===== config.mk =====
export PLATFORM = sky130hd
export DESIGN_NAME = axi_memory_master
export DESIGN_NICKNAME = d
export VERILOG_FILES = /design/src/rtl/axi_memory_master.sv
export SDC_FILE = /design/constraint.sdc
export NUM_CORES = 1
export LEC_CHECK = 0
export BUFFER_PORTS_ARGS = -buffer_cell sky130_fd_sc_hd__buf_2
export CAP_MARGIN = 20
export CORE_AREA = 8 8 114 116
export CTS_CLUSTER_DIAMETER = 100
export CTS_CLUSTER_SIZE = 12
export DETAILED_ROUTE_END_ITERATION = 12
export DIE_AREA = 0 0 122 124
export GPL_TIMING_DRIVEN = 0
export PLACE_DENSITY = 0.7
export SKIP_LAST_GASP = 1
export SLEW_MARGIN = 0
export SYNTH_ARGS = -nofsm -noshare
export SYNTH_HDL_FRONTEND = slang
export SYNTH_SLANG_ARGS = --single-unit
export TNS_END_PERCENT = 30

===== constraint.sdc =====
create_clock -name clk -period 2.3 [get_ports clk]
set_clock_uncertainty 0.1 [all_clocks]
set_input_delay 0.345 -clock clk [delete_from_list [all_inputs] [get_ports clk]]
set_output_delay 0.345 -clock clk [all_outputs]
set_load 0.01 [all_outputs]

===== src/rtl/axi_memory_master.sv =====
// axi_memory_master: single-outstanding AXI4 burst master driven by a simple command/stream interface
module axi_memory_master #(
    parameter int ADDR_WIDTH = 32,
    parameter int DATA_WIDTH = 32,
    parameter int ID_WIDTH   = 4,
    parameter int MASTER_ID  = 0
) (
    input  logic                    clk,
    input  logic                    rst,
    input  logic                    i_cmd_valid,
    output logic                    o_cmd_ready,
    input  logic                    i_cmd_write,
    input  logic [ADDR_WIDTH-1:0]   i_cmd_addr,
    input  logic [7:0]              i_cmd_len,
    input  logic                    i_wr_valid,
    output logic                    o_wr_ready,
    input  logic [DATA_WIDTH-1:0]   i_wr_data,
    output logic                    o_rd_valid,
    input  logic                    i_rd_ready,
    output logic [DATA_WIDTH-1:0]   o_rd_data,
    output logic                    o_rd_last,
    output logic                    o_done,
    output logic [1:0]              o_done_resp,
    output logic                    o_done_len_err,
    output logic [ID_WIDTH-1:0]     o_awid,
    output logic [ADDR_WIDTH-1:0]   o_awaddr,
    output logic [7:0]              o_awlen,
    output logic [2:0]              o_awsize,
    output logic [1:0]              o_awburst,
    output logic                    o_awvalid,
    input  logic                    i_awready,
    output logic [DATA_WIDTH-1:0]   o_wdata,
    output logic [DATA_WIDTH/8-1:0] o_wstrb,
    output logic                    o_wlast,
    output logic                    o_wvalid,
    input  logic                    i_wready,
    input  logic [ID_WIDTH-1:0]     i_bid,
    input  logic [1:0]              i_bresp,
    input  logic                    i_bvalid,
    output logic                    o_bready,
    output logic [ID_WIDTH-1:0]     o_arid,
    output logic [ADDR_WIDTH-1:0]   o_araddr,
    output logic [7:0]              o_arlen,
    output logic [2:0]              o_arsize,
    output logic [1:0]              o_arburst,
    output logic                    o_arvalid,
    input  logic                    i_arready,
    input  logic [ID_WIDTH-1:0]     i_rid,
    input  logic [DATA_WIDTH-1:0]   i_rdata,
    input  logic [1:0]              i_rresp,
    input  logic                    i_rlast,
    input  logic                    i_rvalid,
    output logic                    o_rready
);
    localparam logic [2:0]          SIZE = 3'($clog2(DATA_WIDTH / 8));
    localparam logic [ID_WIDTH-1:0] ID   = ID_WIDTH'(MASTER_ID);

    typedef enum logic [2:0] {IDLE, AW, W, B, AR, R, DONE} state_t;

    state_t          r_state, w_next;
    logic [ADDR_WIDTH-1:0] r_addr;
    logic [7:0]      r_len, r_cnt;
    logic [1:0]      r_resp;
    logic            r_len_err;
    logic            w_whs, w_rhs, w_unused;

    assign w_unused       = ^{i_bid, i_rid};
    assign w_whs          = o_wvalid & i_wready;
    assign w_rhs          = (r_state == R) & i_rvalid & i_rd_ready;
    assign o_cmd_ready    = r_state == IDLE;
    assign o_awid         = ID;
    assign o_arid         = ID;
    assign o_awaddr       = r_state == AW ? r_addr : '0;
    assign o_araddr       = r_state == AR ? r_addr : '0;
    assign o_awlen        = r_state == AW ? r_len : '0;
    assign o_arlen        = r_state == AR ? r_len : '0;
    assign o_awsize       = r_state == AW ? SIZE : '0;
    assign o_arsize       = r_state == AR ? SIZE : '0;
    assign o_awburst      = r_state == AW ? 2'b01 : 2'b00;
    assign o_arburst      = r_state == AR ? 2'b01 : 2'b00;
    assign o_awvalid      = r_state == AW;
    assign o_arvalid      = r_state == AR;
    assign o_wvalid       = (r_state == W) & i_wr_valid;
    assign o_wr_ready     = (r_state == W) & i_wready;
    assign o_wdata        = r_state == W ? i_wr_data : '0;
    assign o_wstrb        = r_state == W ? '1 : '0;
    assign o_wlast        = (r_state == W) & (r_cnt == r_len);
    assign o_bready       = r_state == B;
    assign o_rready       = (r_state == R) & i_rd_ready;
    assign o_rd_valid     = (r_state == R) & i_rvalid;
    assign o_rd_data      = r_state == R ? i_rdata : '0;
    assign o_rd_last      = (r_state == R) & i_rlast;
    assign o_done         = r_state == DONE;
    assign o_done_resp    = r_resp;
    assign o_done_len_err = r_len_err;

    // State register
    always_ff @(posedge clk) begin
        if (rst) r_state <= IDLE;
        else     r_state <= w_next;
    end

    // Next-state: one transaction at a time, exits on the last-beat handshakes
    always_comb begin
        w_next = r_state;
        case (r_state)
            IDLE:    if (i_cmd_valid) w_next = i_cmd_write ? AW : AR;
            AW:      if (i_awready) w_next = W;
            W:       if (w_whs && o_wlast) w_next = B;
            B:       if (i_bvalid) w_next = DONE;
            AR:      if (i_arready) w_next = R;
            R:       if (w_rhs && i_rlast) w_next = DONE;
            default: w_next = IDLE;
        endcase
    end

    // Command capture, beat counting and response/length-error accumulation
    always_ff @(posedge clk) begin
        if (rst) begin
            r_addr    <= '0;
            r_len     <= '0;
            r_cnt     <= '0;
            r_resp    <= '0;
            r_len_err <= 1'b0;
        end else begin
            if (r_state == IDLE && i_cmd_valid) begin
                r_addr    <= i_cmd_addr;
                r_len     <= i_cmd_len;
                r_resp    <= '0;
                r_len_err <= 1'b0;
            end
            if ((r_state == AW && i_awready) || (r_state == AR && i_arready)) r_cnt <= '0;
            if (w_whs || w_rhs) r_cnt <= r_cnt + 8'd1;
            if (r_state == B && i_bvalid) r_resp <= i_bresp;
            if (w_rhs) begin
                r_resp    <= i_rresp > r_resp ? i_rresp : r_resp;
                r_len_err <= r_len_err | (i_rlast ? r_cnt != r_len : r_cnt == r_len);
            end
        end
    end
endmodule


[Yosys cells after proc, flatten, opt, wreduce, memory -nomap -nowiden]
Index checks and enable logic that the tools add are counted.
W data, S select, Z words.
Storage, ports and cells
  flip-flop bits (word level): 54
  word-level logic and storage cells: 74
Cells by class
  order comparisons: 1
  equality and inequality tests: 15
  muxes and demuxes: 28
  bitwise logic cells: 9
  add/subtract/negate cells: 1
  reductions and logical operators: 14
Operator list (number)
  $mux W32: 4
  $mux W8: 4
  $mux W3: 7
  $pmux W3 S6: 1
  $mux W2: 6
  $ne A2 B1 Y1 const B: 5
  $eq A3 B3 Y1 const B: 3
  $add A8 B1 Y8 const B: 1
  $and A1 B1 Y1: 8
  $eq A8 B8 Y1: 1
  $ne A8 B8 Y1: 1
  $eq A3 B2 Y1 const B: 2
  $logic_and A1 B1 Y1: 6
  $reduce_and A6 Y1: 1
  $mux W1: 5
  $mux W4: 1
  $ne A2 B2 Y1 const B: 2
  $reduce_bool A2 Y1: 2
  $eq A3 B1 Y1 const B: 1
  $logic_not A3 Y1: 1
  $reduce_bool A3 Y1: 1
  $gt A2 B2 Y1: 1
  $logic_or A1 B1 Y1: 2
  $reduce_and A2 Y1: 1
  $or A1 B1 Y1: 1

[Logic depth before layout (Yosys ltp)]
Gate-level depths: netlist of the first run.
  depth in word-level cells: 6
  depth in mapped cells: 7
  depth with buffers taken out: 7

[Least setup slack after synthesis of the first run]
Ideal clock, no wire load.
  path type: reg2out
  from: reg r_state[0]
  to: out o_araddr[29]
  setup slack: 0.372 ns
  arrival time: 1.483 ns
  path buffers: 3
  cell stages (with the launch flop): 6
  path through: dfxtp_1 -> buf_6 -> clkbuf_8 -> nor3_1 -> clkbuf_1 -> and2_1
Between the ends
  longest elaborated chain between the ends: 2
RTL lines
  start: declaration: line 60  | state_t r_state, w_next;
  start signal: assignment: line 100  | else r_state <= w_next;
  $eq A3 B3 Y1
  net o_arvalid: line 46  | output logic o_arvalid,
  $mux W32: line 74  | assign o_araddr = r_state == AR ? r_addr : '0;
  end: declaration: line 42  | output logic [ADDR_WIDTH-1:0] o_araddr,
The timed path passes the listed nets, and every way through them passes these cells.

[Worst setup path in the final report of the first run]
  from: reg r_state[1]
  to: out o_wdata[8]
Between the ends
  longest elaborated chain between the ends: 2
RTL lines
  $eq A3 B2 Y1: line 85  | assign o_wdata = r_state == W ? i_wr_data : '0;
  $mux W32: line 85
  end: declaration: line 32  | output logic [DATA_WIDTH-1:0] o_wdata,
No other way between the ends.

==> results of run 1 <==
==> placed cells by master, fill, tap and decap left out, types with 3 or more instances in the layout <==
cell type    n
o211ai_1     3
conb_1      14
nand3b_1     4
buf_4       27
inv_1        6
buf_2      286
nor2_1      16
buf_6        3
clkbuf_1    17
and3_1       3
xnor2_1      4
dfxtp_2      4
o21ai_0      4
dfxtp_1     49
clkbuf_16    5
a211oi_1     5
clkbuf_2     7
xor2_1       5
clkbuf_8     4
nor3b_1      3
nand3_1      5
ha_1         3
a21oi_1     48
and2_1     153
a22oi_1      3
nand2_1     91
nor3_1       5
==> flip-flops by register name (all words and copies together), names as in the netlist <==
name            cells
r_addr             32
r_cnt               8
r_len               8
r_state             3
o_done_resp         2
o_done_len_err      1
==> logic make-up (layout without fill, tap and decap cells) <==
logic type,count (synthesis),count (layout),synth area share [%]
AND/OR/NAND/NOR,293,293,43.9
AO/OA/AOI/OAI,73,73,12.0
buffers and inverters,62,358,10.1
flip-flops,54,54,30.0
XOR/XNOR,9,9,2.19
adder cells (fa/ha/maj),3,3,1.04
multiplexers,2,2,0.694
other,1,14,0.104
==> path summary, 6_finish.rpt <==
path | end | cells after the start | slack (ns) | start
setup / recovery | o_wdata[8] | 6 | 0.02 | r_state[1]
hold / removal | r_len[0] | 3 | 0.18 | i_cmd_len[0]
setup reg to reg | r_len[4] | 5 | 0.33 | r_state[1]
hold reg to reg | r_addr[17] | 2 | 0.36 | r_addr[17]
==> metal layers <==
layer	track usage (%)	vias to the layer above	wire length, um
li1	-	2180	-
met1	18.1	1810	5370
met2	32.3	178	7250
met3	6.12	12	1360
met4	3.70	0	129
met5	0	-	0
==> worst max-delay path, delay by kind of cell, from the launching register on <==
family / cells / cell delay [ns]
buf+inv: 4 / 0.75
flops: 1 / 0.34
simple gates: 2 / 0.46
==> metrics by stage <==
| step | area (um2) | setup WS, ns | hold slack (ns) | std cells |
|---|---|---|---|---|
| floorplan | 3660 | 0.372 | 0.340 | 510 |
| global placement | 5260 | -0.210 | 0.349 | 937 |
| detailed placement | 5260 | -0.255 | 0.353 | 937 |
| CTS | 5490 | -0.0669 | 0.177 | 946 |
| global route | 5530 | -0.101 | 0.177 | 949 |
| finish | 5530 | 0.0152 | 0.176 | 949 |
==> power by group through the flow <==
| stage | Clock, W | Combinational [W] | Sequential [W] |
|---|---|---|---|
| 4_1_cts | 0.000903 | 0.00243 | 0.00126 |
| 5_1_grt | 0.000942 | 0.00271 | 0.00129 |
| 3_3_place_gp | 0 | 0.00230 | 0.00127 |
| 3_5_place_dp | 0 | 0.00232 | 0.00128 |
| 2_1_floorplan | 0 | 0.00148 | 0.00124 |
| 6_report | 0.000872 | 0.00245 | 0.00126 |
==> final cells by class <==
class                           count  area share (%)
Multi-Input combinational cell    394            40.6
Buffer                             56            6.69
Timing Repair Buffer              288            26.2
Clock buffer                        5            2.26
Clock inverter                      3           0.882
Tap cell                          143            3.23
Sequential cell                    54            19.7
Inverter                            6           0.407
==> what timing repair did <==
action / 4_1_cts / 5_1_grt
pin swaps: 3 / 4
endpoints found under the hold margin: 0 / 0
setup buffers: 1 / 3
setup endpoints to repair: 111 / 123
resized for setup: 18 / 11
==> results.toml, run 1 <==
[run_status]
outcome = "finished clean"

[place]
globalplace.congestion = 0.851
hpwl_mm = 11.8
portBuffers = 284

[min_path]
hp-class = "in2reg"

[route]
ant_nets = 0
wl_per_cell_um = 14.9
drc = 0
via_per_inst = 4.40
finalWirelength_mm = 14.1
vias = 4180
dr.pass1.iters = 4
drtIter0Drc = 205

[logic_synthesis]
synthTopCellsByArea = "dfxtp_1 (30%), and2_1 (27%), nand2_1 (9.5%)"
synth_flop_cell = "dfxtp_1"
yosysWarnings = 0
avgSynthCellArea_um2 = 7.26
synth_common_cells = "and2_1 (153), nand2_1 (91), dfxtp_1 (54)"
synth_top_area_share_pct = 30.0
ys_ff_latch = 54
synth_most_common_cell = "and2_1"
yosys.area.top_type = "dfxtp_1"
synth_edf_count = 0
syn_area_mm2 = 0.00361
synthArstFlopShare_pct = 0
synthCells = 497
yosysUniqueCellTypes = 46
ys_seq_area_share_pct = 30.0

[pwr]
p_comb_share_pct = 53.5
p_int_w = 0.00269
sw_frac_of_total_pct = 41.2
power_frac_clock_pct = 19.1
powerDensity_mw_per_mm2 = 827
pwr-share-seq_pct = 27.4
switchingPower_w = 0.00189
peakVddDrop_mv = 0.358
p_leak_nw = 3.07
p_total_w = 0.00458

[clock_tree]
ctsRootBufferMaster = "clkbuf_16"
path_clk_slew_ns = 0.07
cts_hold_buf = 0
cts_tree = "built"
clockBufferDepth = 2
cts_buffers = 5
clock_sinks = 54
ctsHtreeMaxLevel = 2
clkLatencyLatePin_ns = 0.29

[sta]
tightest_slew_ns = 0.663
min_period_ns = 2.28
finalHoldViolations = 0
setup_viol = 0
rsz0062_at_grt = "true"
post-route-period-util_pct = 99.3
slew_headroom_pct = 55.8
tns_ns = 0
slew_viol_final = 0
fmax_ghz = 0.438

[critical_path]
start_kind = "register"
worst_ep_arrival_time_ns = 1.84
path_class = "reg2out"
crit_path_max_incr_delay_ns = 0.34
endpoint_kind = "output port"
cp_max_fo = 10
cp_slowest_cell = "dfxtp_1"
path_cells = "buf_6 -> nor3b_1 -> buf_4 -> clkbuf_2 -> and2_1 -> buf_2"
required_ns = 1.86

[floorplanning]
start_util_pct = 32.3
die_w_um = 122
die_h_um = 124
dieArea_mm2 = 0.0151
ioPinCount = 308
row_count = 39
fp.coreArea_mm2 = 0.0112

[finish]
syn_to_final_growth_pct = 53.4
multi_input_area_mm2 = 0.00225
antennaDiodeCount = 0
fillCellCount = 1165
drive_gt1_share_pct = 43.7
layout.nets = 936
finish.utilization_pct = 49.5
seq_area_mm2 = 0.00109

[global_routing]
grt_pass1_wl_mm = 20.9
grt_pass1_vias = 4089
grt_max_degree = 19
grt.total_usage_pct = 17.2
gr-total-overflow = 0
antenna_found_initial = 0

[flow_run]
drv_cap = 0
Power figures use the tool's default switching activity.
==> run 2: changes to the inputs <==
Settings changed: ABC_AREA set to 1, CORE_AREA 8 8 114 116 to 8 8 113 115, DIE_AREA 0 0 122 124 to 0 0 121 123, SKIP_CTS_REPAIR_TIMING set to 1.
==> run 2 against run 1 <==
Sequential power about the same; clock-buffer cell count increased by 1; routed wire length increased by 8.1%; final area decreased by 4.0%; cell count increased by 10%; clock power decreased by 13%; flip-flop and latch count unchanged; synthesized cell count increased by 20%; critical path type unchanged; critical endpoint is now o_awaddr[3]; largest cell class is now non-clock buffers.
==> results.toml, run 2 <==
[critical_path]
rr_startpoint = "r_state[1]"
required_ns = 1.86
path_class = "reg2out"
cp-startpoint = "r_state[1]"
cp_max_fo = 10
start_kind = "register"
worst_ep_arrival_time_ns = 1.78
endpoint_kind = "output port"

[logic_synthesis]
yosysWarnings = 0
yosys.area.top_type = "dfxtp_1"
yosysUniqueCellTypes = 31
syn_area_mm2 = 0.00350
synthCells = 596
synth_top_area_share_pct = 30.8
ys_ff_latch = 54
synthArstFlopShare_pct = 0
synth_most_common_cell = "nor2_1"
synthTopCellsByArea = "dfxtp_1 (31%), nor2_1 (18%), inv_1 (14%)"
avgSynthCellArea_um2 = 5.88
synth_edf_count = 0
ys_seq_area_share_pct = 30.8
synth_flop_cell = "dfxtp_1"
synth_common_cells = "nor2_1 (168), inv_1 (130), dfxtp_1 (54)"

[clock_tree]
path_clk_slew_ns = 0.07
clkLatencyLatePin_ns = 0.29
ctsRootBufferMaster = "clkbuf_16"
cts_buffers = 5
cts_tree = "built"
ctsHtreeMaxLevel = 2
clockBufferDepth = 2
clock_sinks = 54

[route]
wl_per_cell_um = 14.6
vias = 4511
ant_nets = 0
finalWirelength_mm = 15.2
drc = 0
dr.pass1.iters = 4
via_per_inst = 4.32
drtIter0Drc = 181

[finish]
layout.nets = 1031
top_regs = "r_addr: 32 flops, r_cnt: 8 flops, r_len: 8 flops"
drive_gt1_share_pct = 38.2
layout_commonest_cell = "buf_2"
largest_reg_flops = 32
top_register = "r_addr"
seq_area_mm2 = 0.00108
syn_to_final_growth_pct = 51.6
fillCellCount = 1187
multi_input_area_mm2 = 0.00169
finish.utilization_pct = 48.0
most-common-layout-cells = "buf_2 (285), nor2_1 (167), inv_1 (130)"
antennaDiodeCount = 0

[floorplanning]
dieArea_mm2 = 0.0149
row_count = 39
die_h_um = 123
fp.coreArea_mm2 = 0.0111
start_util_pct = 31.6
ioPinCount = 308
die_w_um = 121

[global_routing]
grt_pass1_vias = 4366
antenna_found_initial = 2
gr-total-overflow = 0
grt_max_degree = 18
grt_pass1_wl_mm = 22.4
grt.total_usage_pct = 19.0

[sta]
slew_viol_final = 0
setup_viol = 0
rsz0062_at_grt = "true"
finalHoldViolations = 0
fmax_ghz = 0.449
min_period_ns = 2.23
post-route-period-util_pct = 96.8
tns_ns = 0
tightest_slew_ns = 0.527
slew_headroom_pct = 64.9

[place]
portBuffers = 284
globalplace.congestion = 0.906
hpwl_mm = 13.1

[pwr]
p_leak_nw = 3.28
powerDensity_mw_per_mm2 = 811
peakVddDrop_mv = 0.471

[min_path]
hp-class = "in2reg"
hp-start = "i_cmd_addr[19]"

[flow_run]
drv_cap = 0

[run_status]
outcome = "finished clean"
==> run 2: cell types whose count changed after synthesis, moves of 8 or more <==
cell,change
and2_1,-153
clkbuf_1,-8
inv_1,+124
nand2_1,-41
nor2_1,+152
o21ai_0,+40
==> run 2: cells by family after synthesis <==
kind of cell	count (synthesis)	synth area share, %
DFF	54	30.8
other	1	0.107
AOI/OAI and AO/OA	102	15.2
xor gates and xnor gates	6	1.50
adders and majority gates	3	1.07
and+or+nand+nor	245	28.8
buffers and inverters	185	22.5
==> run 2: path summary, 6_finish.rpt <==
| check | to | slack (ns) | cells after the start |
|---|---|---|---|
| max | o_awaddr[3] | 0.07 | 7 |
| min | r_addr[19] | 0.23 | 3 |
| max reg2reg | r_len[0] | 0.58 | 7 |
| min reg2reg | r_addr[28] | 0.38 | 2 |
==> run 2: cell type report <==
type                            instances  share of cell area, %
Buffer                                 49                   5.27
Clock buffer                            6                   2.43
Clock inverter                          2                  0.306
Inverter                              136                   9.65
Multi-Input combinational cell        370                   31.9
Sequential cell                        54                   20.3
Tap cell                              143                   3.37
Timing Repair Buffer                  284                   26.7
==> run 2: report_power, final <==
| group | internal, W | switching, W |
|---|---|---|
| Clock | 0.000409 | 0.000354 |
| Combinational | 0.000790 | 0.00149 |
| Sequential | 0.00117 | 0.0000952 |
| Total | 0.00237 | 0.00194 |
==> run 2: layer usage <==
layer  up-vias  share of wire, %  track usage [%]
met5         -              0.16                0
met2       198                48             34.4
met1      1956                38             19.6
met3        17                12             8.45
met4         4               1.6             5.00
li1       2336                 -                -
==> run 2: critical path: stages (launching register included) <==
cell and delay, ns:
dfxtp_1 0.35, inv_2 0.13, nand2_1 0.11, nor2_4 0.20, inv_2 0.13, buf_2 0.22, nor2_1 0.17, buf_2 0.17
==> run 2: per-stage QoR <==
step	setup slack, ns	hold slack, ns	area [um2]	total power [W]	std cells
2_1_floorplan	0.531	0.350	3550	0.00270	609
3_3_place_gp	-0.0234	0.369	5150	0.00355	1036
3_5_place_dp	-0.0419	0.371	5150	0.00358	1036
4_1_cts	-0.359	0.224	5300	0.00434	1044
5_1_grt	-0.0516	0.227	5310	0.00465	1044
6_report	0.0746	0.226	5310	0.00431	1044
==> run 3: changes to the inputs <==
Settings changed: CTS_BUF_LIST set to sky130_fd_sc_hd__clkbuf_16.
==> run 3 against run 2 <==
Worst setup slack about the same; cell count unchanged; worst hold slack barely moved; largest cell class unchanged; utilization did not move; combinational power is essentially flat; first-iteration DRC count unchanged; largest power group unchanged; die area unchanged; via count unchanged.
==> results.toml, run 3 (same netlist as run 2, synthesis figures left out) <==
[critical_path]
cp_max_fo = 10
worst_ep_arrival_time_ns = 1.78
endpoint_kind = "output port"
cp_slowest_cell = "dfxtp_1"
crit_path_max_incr_delay_ns = 0.35
path_class = "reg2out"
start_kind = "register"
required_ns = 1.86
path_cells = "inv_2 -> nand2_1 -> nor2_4 -> inv_2 -> buf_2 -> nor2_1 -> buf_2"

[floorplanning]
fp.coreArea_mm2 = 0.0111
row_count = 39
die_h_um = 123
dieArea_mm2 = 0.0149
start_util_pct = 31.6
ioPinCount = 308
die_w_um = 121

[place]
placed_cell_area_mm2 = 0.00515
dp.cells = 1036
globalplace.congestion = 0.906
portBuffers = 284
pre_cts_slack_ns = -0.0419
hpwl_mm = 13.1

[global_routing]
grt_pass1_vias = 4366
gr-total-overflow = 0
antenna_found_initial = 2
grt.total_usage_pct = 19.0
grt_max_degree = 18
grt_pass1_wl_mm = 22.4

[clock_tree]
ctsRootBufferMaster = "clkbuf_16"
cts_buffers = 5
clockBufferDepth = 2
clkLatencyLatePin_ns = 0.29
cts_tree = "built"
path_clk_slew_ns = 0.07
ctsHtreeMaxLevel = 2
clock_sinks = 54

[finish]
antennaDiodeCount = 0
most-common-layout-cells = "buf_2 (285), nor2_1 (167), inv_1 (131)"
largest_reg_flops = 32
final_area_mm2 = 0.00531
top_regs = "r_addr: 32 flops, r_cnt: 8 flops, r_len: 8 flops"
layout.nets = 1031
drive_gt1_share_pct = 38.2
syn_to_final_growth_pct = 51.6
layout_commonest_cell = "buf_2"
top_register = "r_addr"
finalNonFillerCells = 1044

[pwr]
peakVddDrop_mv = 0.472
p_leak_nw = 3.28
powerDensity_mw_per_mm2 = 810

[min_path]
hp-class = "in2reg"

[route]
wl_per_cell_um = 14.6
vias = 4511
finalWirelength_mm = 15.2
ant_nets = 0
dr.pass1.iters = 4
drc = 0
via_per_inst = 4.32
drtIter0Drc = 181

[sta]
setup_viol = 0
slew_viol_final = 0
finalHoldViolations = 0
slew_headroom_pct = 64.9
rsz0062_at_grt = "true"
post-route-period-util_pct = 96.8
whs_ns = 0.226
worst_slack_ns = 0.0745
fmax_ghz = 0.449
tightest_slew_ns = 0.527
min_period_ns = 2.23

[flow_run]
drv_cap = 0

[run_status]
outcome = "finished clean"
-- run 3: cell types whose count changed in the layout (fill, tap and decap cells not counted) --
cell	change
clkbuf_1	-1
inv_1	+1
-- run 3: final timing paths --
kind | cells past startpoint | from | end | slack [ns]
setup / recovery | 7 | r_state[1] | o_awaddr[3] | 0.07
hold / removal | 3 | i_cmd_addr[19] | r_addr[19] | 0.23
setup reg to reg | 7 | r_state[1] | r_len[0] | 0.58
hold reg to reg | 2 | r_addr[28] | r_addr[28] | 0.38
-- run 3: worst max-delay path, delay by kind of cell, from the launching register on --
family | cells | cell delay, ns
flip-flops | 1 | 0.35
buffers and inverters | 4 | 0.65
AND/OR/NAND/NOR | 3 | 0.48
-- run 3: routing by layer --
metal  vias up  share of wire [%]  GRT usage (%)  routed length, um
li1       2336                  -              -                  -
met1      1956                 38           19.6               5760
met2       198                 48           34.4               7330
met3        17                 12           8.45               1870
met4         4                1.6           5.00                250
met5         -               0.16              0                 24
-- run 3: final cells by class --
class                   count  area, um2
fillers                  1187       5760
multi-input cells         370       1690
repair buffers            284       1420
flip-flops and latches     54       1080
inverters                 136        513
plain buffers              49        280
well taps                 143        179
clock buffers               5        125
clock inverters             3       20.0
-- run 3: power breakdown --
part	total, W	switching [W]	internal, W
Combinational	0.00228	0.00149	0.000790
Sequential	0.00126	0.0000952	0.00117
Clock	0.000759	0.000355	0.000404
Total	0.00430	0.00194	0.00236
-- run 3: metrics by stage --
stage / total power, W / setup TNS [ns] / util, %
after global routing: 0.00465 / -0.247 / 48.0
final: 0.00430 / 0 / 48.0
after detailed placement: 0.00358 / -0.0419 / 46.5
after CTS: 0.00433 / -8.14 / 47.8
after global placement: 0.00355 / -0.0234 / 46.5
after floorplan: 0.00270 / 0 / -
